**src/rtl/fifo_uart_tx_pkg.sv**
```systemverilog
// rtl/fifo_uart_tx_pkg.sv - shared UART definitions: state encodings, width helper, parameter legality
package fifo_uart_tx_pkg;

    localparam logic [2:0] S_IDLE  = 3'd0;
    localparam logic [2:0] S_FETCH = 3'd1;
    localparam logic [2:0] S_START = 3'd2;
    localparam logic [2:0] S_DATA  = 3'd3;
    localparam logic [2:0] S_STOP  = 3'd4;

    typedef enum logic [2:0] {
        IDLE  = S_IDLE,
        FETCH = S_FETCH,
        START = S_START,
        DATA  = S_DATA,
        STOP  = S_STOP
    } uart_state_e;

    localparam int DW_MIN      = 5;
    localparam int DW_MAX      = 9;
    localparam int CLK_DIV_MIN = 2;

    // Bits needed to hold the value; never less than one.
    function automatic int num_bits(input int value);
        int n;
        n = 1;
        for (int i = 1; i < 31; i++) begin
            if ((value >> i) != 0) begin
                n = i + 1;
            end
        end
        return n;
    endfunction

    function automatic bit params_legal(input int dw, input int clk_div, input int stop_bits);
        return (dw >= DW_MIN) && (dw <= DW_MAX) && (clk_div >= CLK_DIV_MIN) &&
               ((stop_bits == 1) || (stop_bits == 2));
    endfunction

endpackage

```
**src/rtl/fifo_uart_tx_if.sv**
```systemverilog
// rtl/fifo_uart_tx_if.sv - FIFO read port: pop request, registered read data, empty flag
interface fifo_uart_tx_if #(
    parameter int DW = 8
);
    logic          fifo_rd_req;
    logic [DW-1:0] fifo_rd_data;
    logic          fifo_empty;

    modport master (
        output fifo_rd_req,
        input  fifo_rd_data,
        input  fifo_empty
    );

    modport slave (
        input  fifo_rd_req,
        output fifo_rd_data,
        output fifo_empty
    );
endinterface

```
**src/rtl/baud_tick_gen.sv**
```systemverilog
// rtl/baud_tick_gen.sv - ClkDiv counter with synchronous clear and one-cycle tick on the last count
module baud_tick_gen
    import fifo_uart_tx_pkg::*;
#(
    parameter int ClkDiv = 868
) (
    input  logic clk,
    input  logic reset,
    input  logic clear,
    output logic tick
);
    localparam int              CntW    = num_bits(ClkDiv - 1);
    localparam logic [CntW-1:0] CntLast = CntW'(ClkDiv - 1);

    logic [CntW-1:0] count_q;
    logic [CntW-1:0] count_d;

    always_comb begin
        count_d = count_q + CntW'(1);
        tick    = 1'b0;
        if (clear) begin
            count_d = '0;
        end else if (count_q == CntLast) begin
            count_d = '0;
            tick    = 1'b1;
        end
    end

    always_ff @(posedge clk or posedge reset) begin
        if (reset) begin
            count_q <= '0;
        end else begin
            count_q <= count_d;
        end
    end
endmodule

```
**src/rtl/fifo_uart_tx.sv**
```systemverilog
// rtl/fifo_uart_tx.sv - pops FIFO words and shifts them out as start/data/stop serial frames
module fifo_uart_tx
    import fifo_uart_tx_pkg::*;
#(
    parameter int DW       = 8,
    parameter int ClkDiv   = 868,
    parameter int StopBits = 1
) (
    input  logic           clk,
    input  logic           reset,
    input  logic           enable,
    fifo_uart_tx_if.master fifo,
    output logic           tx,
    output logic           busy
);
    localparam int             BitW     = num_bits(DW - 1);
    localparam logic [BitW-1:0] LastBit  = BitW'(DW - 1);
    localparam logic [BitW-1:0] LastStop = BitW'(StopBits - 1);

    if (!params_legal(DW, ClkDiv, StopBits)) begin : g_param_check
        $error("fifo_uart_tx: DW, ClkDiv or StopBits out of range");
    end

    uart_state_e     state_q, state_d;
    logic [DW-1:0]   shift_q, shift_d;
    logic [BitW-1:0] bit_cnt_q, bit_cnt_d;
    logic            tx_q, tx_d;
    logic            rd_req;
    logic            baud_clear;
    logic            baud_tick;

    // Counter idles at zero until the start bit so every bit period is exactly ClkDiv long.
    assign baud_clear = (state_q == IDLE) || (state_q == FETCH);

    baud_tick_gen #(
        .ClkDiv(ClkDiv)
    ) u_baud (
        .clk  (clk),
        .reset(reset),
        .clear(baud_clear),
        .tick (baud_tick)
    );

    always_comb begin
        state_d   = state_q;
        shift_d   = shift_q;
        bit_cnt_d = bit_cnt_q;
        tx_d      = tx_q;
        rd_req    = 1'b0;
        unique case (state_q)
            IDLE: begin
                tx_d   = 1'b1;
                rd_req = enable & ~fifo.fifo_empty & ~reset;
                if (rd_req) begin
                    state_d = FETCH;
                end
            end
            FETCH: begin
                shift_d   = fifo.fifo_rd_data;
                bit_cnt_d = '0;
                tx_d      = 1'b0;
                state_d   = START;
            end
            START: begin
                if (baud_tick) begin
                    tx_d    = shift_q[0];
                    state_d = DATA;
                end
            end
            DATA: begin
                if (baud_tick) begin
                    if (bit_cnt_q == LastBit) begin
                        tx_d      = 1'b1;
                        bit_cnt_d = '0;
                        state_d   = STOP;
                    end else begin
                        shift_d   = shift_q >> 1;
                        tx_d      = shift_q[1];
                        bit_cnt_d = bit_cnt_q + BitW'(1);
                    end
                end
            end
            STOP: begin
                // The bit counter is reused to count stop bits.
                if (baud_tick) begin
                    if (bit_cnt_q == LastStop) begin
                        state_d = IDLE;
                    end else begin
                        bit_cnt_d = bit_cnt_q + BitW'(1);
                    end
                end
            end
            default: begin
                tx_d    = 1'b1;
                state_d = IDLE;
            end
        endcase
    end

    always_ff @(posedge clk or posedge reset) begin
        if (reset) begin
            state_q   <= IDLE;
            shift_q   <= '0;
            bit_cnt_q <= '0;
            tx_q      <= 1'b1;
        end else begin
            state_q   <= state_d;
            shift_q   <= shift_d;
            bit_cnt_q <= bit_cnt_d;
            tx_q      <= tx_d;
        end
    end

    assign fifo.fifo_rd_req = rd_req;
    assign tx               = tx_q;
    assign busy             = (state_q != IDLE);
endmodule
```
**src/flat_wrapper.sv**
```systemverilog
// flat-port wrapper written by rule: the top's interface ports become plain ports
module fifo_uart_tx_flat import fifo_uart_tx_pkg::*;
#(
    parameter int DW       = 8,
    parameter int ClkDiv   = 868,
    parameter int StopBits = 1
)
  (clk, reset, enable, tx, busy, fifo_fifo_rd_req, fifo_fifo_rd_data, fifo_fifo_empty);
  fifo_uart_tx_if #(.DW(DW)) fifo_i ();
  input  logic clk;
  input  logic reset;
  input  logic enable;
  output logic tx;
  output logic busy;
  output wire logic [$bits(fifo_i.fifo_rd_req)-1:0] fifo_fifo_rd_req;
  input wire logic [$bits(fifo_i.fifo_rd_data)-1:0] fifo_fifo_rd_data;
  input wire logic [$bits(fifo_i.fifo_empty)-1:0] fifo_fifo_empty;
  assign fifo_fifo_rd_req = fifo_i.fifo_rd_req;
  assign fifo_i.fifo_rd_data = fifo_fifo_rd_data;
  assign fifo_i.fifo_empty = fifo_fifo_empty;
  fifo_uart_tx #(.DW(DW), .ClkDiv(ClkDiv), .StopBits(StopBits)) u_core (.clk(clk), .reset(reset), .enable(enable), .fifo(fifo_i), .tx(tx), .busy(busy));
endmodule
```
**config.mk**
```make
export PLATFORM = sky130hd
export DESIGN_NAME = fifo_uart_tx_flat
export DESIGN_NICKNAME = d
export VERILOG_FILES = /design/src/rtl/fifo_uart_tx_pkg.sv /design/src/rtl/fifo_uart_tx_if.sv /design/src/rtl/baud_tick_gen.sv /design/src/rtl/fifo_uart_tx.sv /design/src/flat_wrapper.sv
export SDC_FILE = /design/constraint.sdc
export NUM_CORES = 1
export LEC_CHECK = 0
export CAP_MARGIN = 20
export CORE_UTILIZATION = 35
export DETAILED_ROUTE_END_ITERATION = 8
export PLACE_DENSITY_LB_ADDON = 0.25
export SYNTH_ARGS = -nofsm -noshare
export SYNTH_HDL_FRONTEND = slang
export SYNTH_SLANG_ARGS = --single-unit
```
**constraint.sdc**
```tcl
create_clock -name clk -period 4.75 [get_ports clk]
set_clock_uncertainty 0.05 [all_clocks]
set_input_delay 0.95 -clock clk [delete_from_list [all_inputs] [get_ports clk]]
set_output_delay 0.95 -clock clk [all_outputs]
set_load 0.02 [all_outputs]
```
# --- Yosys cells after proc, flatten, opt, wreduce, memory -nomap -nowiden ---
# Index checks and enable logic that the tools add are counted.
word_totals:
  out_inout_bits: 3
  reg_bits: 25
  word_cells: 60
op_classes:
  reduce_logical: 10
  bitwise: 5
  mux: 24
  n_eq_ne: 14
  addsub: 2
op_table:
  columns: ["operator", "n"]
  rows:
  - ["3-bit 2-to-1 mux", 10]
  - ["10-bit 2-to-1 mux", 2]
  - ["8-bit 2-to-1 mux", 2]
  - ["8-bit case mux with 2 select lines", 1]
  - ["3-bit case mux with 5 select lines", 1]
  - ["10-bit by 1-bit adder with 10-bit output, second input constant", 1]
  - ["10-bit equality test, second input constant", 1]
  - ["2-bit by 1-bit != test with 1-bit output, second input constant", 5]
  - ["3-bit case mux with 3 select lines", 1]
  - ["3-bit by 2-bit equality test with 1-bit output, second input constant", 2]
  - ["3-bit equality test, second input constant", 2]
  - ["3-bit logical NOT", 2]
  - ["1-bit 2-to-1 mux", 6]
  - ["2-bit != test, second input constant", 3]
  - ["3-bit AND reduction", 2]
  - ["6-bit AND reduction", 1]
  - ["3-bit nonzero test", 2]
  - ["1-bit case mux with 4 select lines", 1]
  - ["4-bit AND reduction", 1]
  - ["3-bit by 1-bit adder with 3-bit output, second input constant", 1]
  - ["3-bit by 1-bit equality test with 1-bit output, second input constant", 1]
  - ["1-bit inverter", 3]
  - ["1-bit AND", 2]
  - ["2-bit nonzero test", 1]
  - ["1-bit logical OR", 1]

# --- Logic depth before layout (Yosys ltp) ---
logic_depth:
  depth_word: 5
  ltp_mapped: 5
  mapped_depth_nobuf: 5

# --- Hierarchy ---
# Synthesis repeated with hierarchy kept, for this count alone.
unflattened:
  cells_unflattened: 133
  area_unflattened_um2: 1463.9
by_module_without_submodules:
  columns: ["mod", "cells_per_inst", "instances", "seq_area_each_um2", "area_per_inst_um2"]
  rows:
  - ["fifo_uart_tx", 78, 1, 376.6, 922.1]
  - ["baud_tick_gen", 55, 1, 250.2, 541.8]

# --- Worst setup path after synthesis ---
# No wires, ideal clock.
synth_path:
  path_kind: "input to output"
  startpoint: "input fifo_fifo_empty"
  endpoint: "output fifo_fifo_rd_req"
  path_stages: 2
  slack_ps: 2225
  n_path_buf: 0
  arrival_time_ps: 1525
  cell_sequence: "nor3b_1 > nor2b_1"
synth_via:
  elab_chain_cells: 4
synth_rtl:
  columns: ["element", "line_no", "text"]
  rows:
  - ["from (decl)", "flat_wrapper.sv:17", "input wire logic [$bits(fifo_i.fifo_empty)-1:0] fifo_fifo_empty;"]
  - ["1-bit inverter", "fifo_uart_tx.sv:53", "rd_req = enable & ~fifo.fifo_empty & ~reset;"]
  - ["1-bit AND (2 in a row)", "fifo_uart_tx.sv:53", null]
  - ["1-bit 2-to-1 mux", "fifo_uart_tx.sv:50", "unique case (state_q)"]
  - ["to (decl)", "flat_wrapper.sv:15", "output wire logic [$bits(fifo_i.fifo_rd_req)-1:0] fifo_fifo_rd_req;"]
# Every way passes these cells.

# --- Worst setup path in the final report ---
layout_path:
  startpoint: "input enable"
  endpoint: "output fifo_fifo_rd_req"
layout_via:
  elab_chain_cells: 3
layout_rtl:
  columns: ["element", "line_no", "text"]
  rows:
  - ["from (decl)", "flat_wrapper.sv:12", "input logic enable;"]
  - ["1-bit AND (2 in a row)", "fifo_uart_tx.sv:53", null]
  - ["1-bit 2-to-1 mux", "fifo_uart_tx.sv:50", null]
# Every way passes these cells.

==> results.py <==
metrics = {
    "die": {
        "io_pins": 15,
        "dieArea_sq_mm": 0.00415,
        "die_h_microns": 64.4,
        "core_region_area_sq_mm": 0.00369,
        "placementRows": 22,
        "initial_core_util_pct": 37.0,
        "die_x_microns": 64.4,
    },
    "pwr": {
        "power.ir.vdd_worst_uv": 187,
        "seqPwrFrac_pct": 59.2,
        "share_comb_of_total_power_pct": 5.9,
        "total_leakage_power_uw": 0.000715,
        "net-switching-power_uw": 77.6,
        "cellInternalPower_uw": 289,
        "power.share.clock_pct": 34.8,
        "sw_frac_of_total_pct": 21.2,
        "p_per_area_mw_per_mm2": 226,
    },
    "logic_synthesis": {
        "postSynthNetCount": 144,
        "synth.distinct_cells": 36,
        "post-synth-top-area-cell": "sky130_fd_sc_hd__dfrtp_1",
        "synth-seq-cells": 25,
        "synth_area_per_cell_sq_um": 10.7,
        "number_of_enable_flip_flop_cells_after_synthesis": 0,
        "postSynth.asyncResetShare_pct": 100,
        "synth_cells": 128,
        "synth_area_leaders": "sky130_fd_sc_hd__dfrtp_1, sky130_fd_sc_hd__mux2_2, sky130_fd_sc_hd__nor2_1",
        "synth_most_common_cell": "sky130_fd_sc_hd__dfrtp_1",
        "synthesis.yosys.warnings": 0,
        "post_synthesis_cell_area_sq_mm": 0.00136,
        "most_common_flop_cell_mapped_by_yosys": "sky130_fd_sc_hd__dfrtp_1",
        "most_frequent_cells_after_synthesis": "sky130_fd_sc_hd__dfrtp_1, sky130_fd_sc_hd__nor2_1, sky130_fd_sc_hd__mux2_2",
        "synth.top_cell.area_share_pct": 44.0,
        "synth_sequential_area_ratio_pct": 46.0,
    },
    "detailed_routing": {
        "route.antenna.remaining_nets": 0,
        "routed_wirelength_microns": 2510,
        "vias": 940,
        "drtPass1Iterations": 4,
        "routed_wire_length_per_instance_microns": 13.1,
        "drt_drc_violations_left": 0,
        "detail_route.vias_per_cell": 4.92,
        "detail_route.iter0.violations": 34,
    },
    "cells_and_area": {
        "drive_gt1_share_pct": 15.4,
        "final_net_count": 160,
        "layout.core_utilization_pct": 44.0,
        "multiInputGateArea_sq_um": 688,
        "num-fill-cells": 367,
        "antennaDiodeCount": 0,
        "area_growth_pct": 19.0,
        "regArea_sq_um": 627,
        "design_area_sq_mm": 0.00162,
    },
    "worst_setup_path": {
        "arrival_ps": 2430,
        "critical_path.endpoint_type": "output pin",
        "timing.setup.critical_path_class": "primary input to output pin",
        "critical_path_peak_fanout": 2,
        "timing.critical_path.slowest_stage_cell": "sky130_fd_sc_hd__clkdlybuf4s50_1",
        "start_kind": "primary input",
        "cpLargestDelayFamily": "buffers and inverters",
        "crit_chain": "clkdlybuf4s50_1 -> nor3b_1 -> nor2b_1 -> clkdlybuf4s50_1",
        "critical-path-top-cell-by-count": "sky130_fd_sc_hd__clkdlybuf4s50_1",
        "critPathRequiredTime_ps": 3750,
        "worstPathBufferInverterCount": 2,
        "max_stage_delay_ps": 620,
    },
    "min_path": {
        "min-delay-path-class": "register to register",
    },
    "grt": {
        "grt_max_degree": 26,
        "first_global_vias": 975,
        "initial_antenna_violation_count": 0,
        "grt-ovfl-total": 0,
        "global_route.usage.total_pct": 13.7,
        "grt_pass1_wl_microns": 4390,
    },
    "sta": {
        "drv_slew": 0,
        "finalCriticalPeriod_ps": 3430,
        "grt_setup_unrepaired": "no",
        "fmax_mhz": 292,
        "final-hold-violation-count": 0,
        "finalSetupViolations": 0,
        "fin_setup_tns_ps": 0,
        "timing.max_slew.rel_slack_pct": 54.4,
        "post-route-period-util_pct": 72.2,
        "worst_pin_slew_ps": 680,
    },
    "clock_tree": {
        "clk_buf_depth": 2,
        "postCtsSetupRepairBufs": 0,
        "clkSinkCount": 25,
        "cts_tree": "done",
        "cts_hold_buf": 0,
        "clk_transition_reported_paths_ps": 90,
        "worstSkewPairLatency_ps": 270,
        "post_cts_resize_count": 0,
        "tritoncts.num_buffers": 3,
        "htree_num_levels": 1,
        "cts_root_buf": "sky130_fd_sc_hd__clkbuf_8",
    },
    "place": {
        "gp_routability_congestion": 0.732,
        "placement.io_buffers": 14,
        "placedInstanceArea_sq_mm": 0.00155,
        "post-dp-hpwl_microns": 1820,
    },
    "outcome": {
        "outcome": "finished clean",
    },
    "job": {
        "drv_cap": 0,
    },
}
worst register-to-register path, cell delays in order, from the launching register on:
cell and delay [ps]:
sky130_fd_sc_hd__dfrtp_1 400, sky130_fd_sc_hd__ha_1 260, sky130_fd_sc_hd__nand4b_1 220, sky130_fd_sc_hd__or3_4 460, sky130_fd_sc_hd__a2111oi_4 380, sky130_fd_sc_hd__mux2_1 370
metal layers:
metal	vias to the layer above	GRT usage [%]	wire, microns
li1	473	-	-
met1	449	17.1	1170
met3	4	3.70	75
met2	14	23.7	1250
met4	0	2.50	20
met5	-	0	0
worst paths after layout:
kind / start / endpoint / slack [ps] / depth (start not counted)
max: enable / fifo_fifo_rd_req / 1320 / 4
min: u_core.u_baud.count_q[0]$_DFF_PP0_ / u_core.u_baud.count_q[0]$_DFF_PP0_ / 450 / 1
max reg2reg: u_core.u_baud.count_q[0]$_DFF_PP0_ / u_core.state_q[0]$_DFFE_PP0P_ / 2500 / 5
min reg2reg: u_core.u_baud.count_q[0]$_DFF_PP0_ / u_core.u_baud.count_q[0]$_DFF_PP0_ / 450 / 1
max in group asynchronous: reset / u_core.tx$_DFFE_PP1P_ / 3280 / 3
min in group asynchronous: reset / u_core.u_baud.count_q[5]$_DFF_PP0_ / 890 / 2
power groups by stage:
| stage | logic (uW) | registers [uW] | clock network, uW |
|---|---|---|---|
| after floorplan | 8.61 | 221 | 0 |
| after global placement | 19.1 | 221 | 0 |
| after detailed placement | 19.7 | 221 | 0 |
| after CTS | 19.7 | 217 | 133 |
| after global routing | 24.4 | 217 | 141 |
| final | 21.8 | 217 | 128 |
sequential cells by signal, indices dropped and copies added (netlist names):
register,count
u_core.state_q,3
u_core.bit_cnt_q,3
u_core.u_baud.count_q,10
u_core.tx,1
u_core.shift_q,8
logic make-up after synthesis:
kind of cell / synth area share [%]
and+or+nand+nor: 15.9
DFF: 46.0
muxes: 15.2
AOI/OAI and AO/OA: 9.91
buffers and inverters: 3.58
xor gates and xnor gates: 5.78
adders and majority gates: 3.67
layout make-up:
| cell class | instances | share of cell area, % |
|---|---|---|
| Sequential cell | 25 | 38.6 |
| Clock buffer | 3 | 2.54 |
| Inverter | 9 | 2.08 |
| Timing Repair Buffer | 15 | 10.3 |
| Tap cell | 48 | 3.70 |
| Clock inverter | 1 | 0.308 |
| Multi-Input combinational cell | 90 | 42.4 |
cells in the final DEF, fill, tap and decap left out, drive strengths merged, types with 2 or more instances in the layout:
cell type      instances
nor2b                  2
xnor2                  7
nor3b                  3
ha                     4
xor2                   2
nand3                  4
nor4                   2
nor2                  18
nand2                  2
mux2                  14
a21oi                  3
o21ai                  6
mux2i                  5
clkdlybuf4s50         14
nor3                   3
dfrtp                 24
or3                    3
clkbuf                 3
inv                    9
per-stage QoR:
step | setup WS (ps) | hold WS [ps] | power [uW] | cells
detailed placement | 1300 | 442 | 241 | 186
floorplan | 2220 | 405 | 229 | 128
finish | 1320 | 451 | 366 | 191
CTS | 1300 | 453 | 370 | 190
global placement | 1390 | 420 | 240 | 186
global route | 1170 | 464 | 383 | 191
Note: power is estimated with default switching activity, not from simulation.
